[src/rtl/faerie_cu_hs.sv]
// faerie_cu_hs: one-hot Faerie control unit with memory ready handshake, reset/IRQ vectors and bus timeout.
// Datapath strobes are decoded from the state and the current instruction byte.
module faerie_cu_hs #(
  parameter bit          IRQ_EN  = 1'b1,
  parameter int unsigned TIMEOUT = 15
) (
  input  logic       clk,
  input  logic       rst_n,
  input  logic [7:0] rdata,
  input  logic       mem_ready,
  input  logic       irq,
  output logic [3:0] mode,
  output logic       we,
  output logic       re,
  output logic       pc_addr,
  output logic       zp_addr,
  output logic       set_al,
  output logic       set_ah,
  output logic       inc_al,
  output logic       reset_b,
  output logic       set_fr,
  output logic       set_a,
  output logic       branch,
  output logic       vec_load,
  output logic       vec_irq,
  output logic       irq_ack,
  output logic       bus_err,
  output logic [9:0] state
);
  localparam int I_RSTV = 0, I_FETCH = 1, I_ADDR1 = 2, I_ADDR2 = 3, I_PTR1 = 4;
  localparam int I_PTR2 = 5, I_MEMLD = 6, I_ALU = 7, I_MEMST = 8, I_IRQ = 9;
  localparam logic [9:0] S_RSTV  = 10'b1 << I_RSTV;
  localparam logic [9:0] S_FETCH = 10'b1 << I_FETCH;
  localparam logic [9:0] S_ADDR1 = 10'b1 << I_ADDR1;
  localparam logic [9:0] S_ADDR2 = 10'b1 << I_ADDR2;
  localparam logic [9:0] S_PTR1  = 10'b1 << I_PTR1;
  localparam logic [9:0] S_PTR2  = 10'b1 << I_PTR2;
  localparam logic [9:0] S_MEMLD = 10'b1 << I_MEMLD;
  localparam logic [9:0] S_ALU   = 10'b1 << I_ALU;
  localparam logic [9:0] S_MEMST = 10'b1 << I_MEMST;
  localparam logic [9:0] S_IRQ   = 10'b1 << I_IRQ;
  localparam logic [7:0] TO_LAST = 8'(TIMEOUT - 1);
  logic [9:0] cur, nxt, exec_st, fin_st;
  logic [7:0] insn_reg, cnt, insn;
  logic [1:0] am;
  logic       mem_st, stall, br_insn;
  assign insn    = cur[I_FETCH] ? rdata : insn_reg;
  assign am      = insn[3:2];
  assign br_insn = insn[1] & insn[0];
  assign mem_st  = |cur[I_MEMLD:I_FETCH] | cur[I_MEMST];
  assign stall   = mem_st & ~mem_ready;
  // the error fires on the stall cycle that brings the count up to TIMEOUT
  assign bus_err = stall & (TIMEOUT != 0) & (cnt == TO_LAST);
  assign exec_st = insn[1] ? (insn[0] ? S_ALU : S_MEMST) : (insn[5:4] == 2'b00 ? S_MEMLD : S_ALU);
  assign fin_st  = (IRQ_EN && irq) ? S_IRQ : S_FETCH;
  always_ff @(posedge clk) begin
    if (!rst_n) begin
      cur      <= S_RSTV;
      insn_reg <= '0;
      cnt      <= '0;
    end else begin
      cur <= nxt;
      if (cur[I_FETCH] && mem_ready) insn_reg <= rdata;
      cnt <= (stall && !bus_err) ? cnt + 8'd1 : '0;
    end
  end
  always_comb begin
    nxt = S_RSTV;
    if (bus_err) nxt = S_FETCH;
    else if (stall) nxt = cur;
    else
      case (1'b1)
        cur[I_RSTV], cur[I_IRQ]:  nxt = S_FETCH;
        cur[I_FETCH]:             nxt = am == 2'b11 ? exec_st : S_ADDR1;
        cur[I_ADDR1]:             nxt = am == 2'b10 ? S_ADDR2 : am == 2'b01 ? S_PTR1 : exec_st;
        cur[I_ADDR2], cur[I_PTR2]: nxt = exec_st;
        cur[I_PTR1]:              nxt = S_PTR2;
        cur[I_MEMLD]:             nxt = S_ALU;
        cur[I_ALU], cur[I_MEMST]: nxt = fin_st;
        default:                  nxt = S_RSTV;
      endcase
  end
  always_comb begin
    state    = cur;
    mode     = insn[7:4];
    re       = mem_st & ~cur[I_MEMST];
    we       = cur[I_MEMST];
    pc_addr  = cur[I_FETCH] | (cur[I_MEMLD] & am == 2'b11);
    zp_addr  = cur[I_PTR1] | cur[I_PTR2] | (am == 2'b00 & ~(cur[I_RSTV] | cur[I_FETCH] | cur[I_IRQ]));
    set_al   = (cur[I_ADDR1] | cur[I_PTR2]) & mem_ready;
    set_ah   = (cur[I_ADDR2] | cur[I_PTR1]) & mem_ready;
    inc_al   = cur[I_PTR1] & mem_ready;
    reset_b  = cur[I_FETCH] & mem_ready;
    set_fr   = cur[I_ALU] & ~br_insn;
    set_a    = cur[I_ALU] & ~br_insn & ~insn[0];
    branch   = cur[I_ALU] & br_insn;
    vec_load = cur[I_RSTV] | cur[I_IRQ];
    vec_irq  = cur[I_IRQ];
    irq_ack  = cur[I_IRQ];
  end
endmodule

[config.mk]
export PLATFORM = sky130hd
export DESIGN_NAME = faerie_cu_hs
export DESIGN_NICKNAME = d
export VERILOG_FILES = /design/src/rtl/faerie_cu_hs.sv
export SDC_FILE = /design/constraint.sdc
export NUM_CORES = 1
export LEC_CHECK = 0
export CORE_UTILIZATION = 30
export DETAILED_ROUTE_END_ITERATION = 16
export MAX_ROUTING_LAYER = met4
export PLACE_DENSITY = 0.54
export SYNTH_ARGS = -nofsm -noshare
export SYNTH_HDL_FRONTEND = slang
export SYNTH_SLANG_ARGS = --single-unit
[constraint.sdc]
create_clock -name clk -period 1.4 [get_ports clk]
set_input_delay 0.21 -clock clk [delete_from_list [all_inputs] [get_ports clk]]
set_output_delay 0.21 -clock clk [all_outputs]
set_load 0.01 [all_outputs]
==> flow_summary.toml <==
[routing]
drt-vias-per-instance = 4.94
drcViolationCount = 0
drtPass1Iterations = 4
drt-wirelength-per-cell_um = 14.5
drtIter0Drc = 81
postRouteWirelength_um = 4620
antenna_left = 0
dr_total_vias = 1577

[layout]
utilization_pct = 60.1
area_growth_syn_to_layout_pct = 93.3
largest_reg_flops = 10
fin_nets = 282
drive_above_1_share_pct = 49.8
antenna_cells = 0
layout_common_cells = "46 x buf_4, 27 x nand2_1, 22 x buf_6"
layout_commonest_cell = "buf_4"
multi_input_area_um2 = 1030
fillers = 384
regArea_um2 = 537
stdcell_count = 319

[grt]
grt_antenna_before_repair = 0
grt-ovfl-total = 0
grt_max_degree = 15
grt_pass1_vias = 1622
grt_usage_pct = 19.5
grt_pass1_wl_um = 7410

[synth]
yosys_register_bits = 26
syn-instance-count = 168
synth_cell_types = 42
yosysWarnings = 0
synth_nets = 182
syn_area_um2 = 1360
synth_area_per_cell_um2 = 8.07
yosysSeqAreaShare_pct = 38.4

[setup_path]
worst-path-stages = 4
timing.critical_path.buf_inv = 1
critPathKind = "reg -> out"
path_cells = "or4_4, nor3_4, nor2_1, buf_2"
max_stage_delay_ps = 560
cp_slowest_cell = "or4_4"
r2r_cells = 5
worstPathArrival_ps = 1490
crit_path_start_kind = "flop"
crit_required_ps = 1190
worstSetupEndpointType = "output port"
critPathTopFamily = "simple AND/OR/NAND/NOR gates"
cp_max_fo = 2

[timing]
max_freq_ghz = 0.589
worstMarginPinSlew_ps = 348
rsz0062_at_grt = "yes"
clock_skew_ps = 6.18
post-route-period-util_pct = 121
hold_violations = 0
finalSetupViolations = 22
worst_slack_ps = -298
slew_headroom_pct = 76.6
hold_ws_ps = 460
finalMaxSlewViolations = 0
final.setup.tns_ps = -3200
fin_crit_ps = 1700

[pwr]
finalPower_mw = 2.05
ir_drop_uv = 432
p_leak_nw = 1.14
power_density_nw_per_um2 = 783

[cts]
cts_tree = "done"
numCtsBuffers = 3
cts_hold_buf = 0
clk_latency_ps = 280
clock_path_buffers = 2
clock_sinks = 26
path_clk_slew_ps = 90
cts_htree_levels = 1
clockRootBuffer = "clkbuf_8"

[die]
coreArea_um2 = 4350
die_w_um = 69.2
rows = 24
die_h_um = 69.2
ioPinCount = 41
dieArea_um2 = 4790
initial_core_util_pct = 31.1

[min_path]
hold_class = "reg -> reg"
hold_depth = 2

[place]
dpl.hpwl_um = 3090
dp.cells = 302
numPortBuffers = 40
gp_congestion = 0.789

[run_status]
outcome = "finished, violations left"
violations = "setup timing"

[job]
max_cap_viol_count = 0
## through the flow
step	setup WS (ps)	cell area, um2
final	-298	2620
after global routing	-367	2620
after CTS	-350	2470
after detailed placement	-561	2170
after global placement	-548	2170
after floorplan	-92.5	1380
## tightest hold or removal path, stage by stage, from the launching register on
cell and delay [ps]:
dfxtp_1 320, nand2_1 50, a21boi_1 50
## final cells by class
class | count | area share (%)
Clock buffer | 4 | 2.10
Inverter | 6 | 1.10
Multi-Input combinational cell | 127 | 39.3
Sequential cell | 26 | 20.5
Tap cell | 52 | 2.48
Timing Repair Buffer | 104 | 34.5
## Yosys cell counts (all sizes together)
cell type,n,area [um2]
nand4,5,31.3
nor2,22,82.6
a21oi,7,38.8
o32ai,1,8.76
nand4b,1,8.76
a211oi,1,7.51
nor4b,1,8.76
a31o,2,17.5
nand2,28,105
nor4,3,33.8
nand3,6,30.0
and3,1,6.26
clkinv,3,11.3
clkbuf,5,18.8
xnor2,1,8.76
o21ai,3,15.0
a32oi,1,8.76
and2,3,18.8
mux2,4,45.0
xor2,6,52.6
a21boi,8,60.1
buf,4,27.5
a31oi,2,12.5
ha,2,25.0
o21a,1,7.51
dfxtp,26,521
o22a,1,8.76
nor3,4,20.0
o311ai,1,8.76
or4,2,15.0
o41ai,1,8.76
a21o,1,8.76
o221a,1,11.3
inv,3,11.3
nor2b,2,12.5
nor3b,3,22.5
a221oi,1,8.76
nand3b,1,7.51
## power by group
part           internal [mW]  total [mW]  switching [mW]  leakage [nW]
Clock                  0.252       0.492           0.240        0.0288
Combinational          0.424       0.773           0.349         0.897
Sequential             0.765       0.785          0.0209         0.215
## path summary, 6_finish.rpt
| check | endpoint | slack, ps | startpoint |
|---|---|---|---|
| worst min-delay path | insn_reg[6]$_SDFFE_PN0P_ | 460 | insn_reg[6]$_SDFFE_PN0P_ |
| worst min register to register | insn_reg[6]$_SDFFE_PN0P_ | 460 | insn_reg[6]$_SDFFE_PN0P_ |
| worst max-delay path | re | -300 | state[1]$_SDFFE_PN0P_ |
| worst max register to register | state[1]$_SDFFE_PN0P_ | -280 | state[1]$_SDFFE_PN0P_ |
## routing by layer
metal,vias up,track usage [%],part of all wire [%]
met5,-,-,0
met4,0,9.52,3.5
met3,15,2.03,3.0
met2,38,33.2,52
met1,738,22.8,41
li1,786,-,-
## logic make-up after synthesis
kind of cell,Yosys count,synth area share [%]
DFF,26,38.4
and+or+nand+nor,82,29.7
AOI/OAI and AO/OA,32,17.1
muxes,4,3.32
xor gates and xnor gates,7,4.52
adders and majority gates,2,1.85
buffers and inverters,15,5.08
## timing repair
action	CTS	global route
endpoints found under the hold margin	0	0
setup endpoints to repair	39	33
resized for setup	133	34
setup buffers	11	7
pin swaps	7	13
Power figures use the tool's default switching activity.
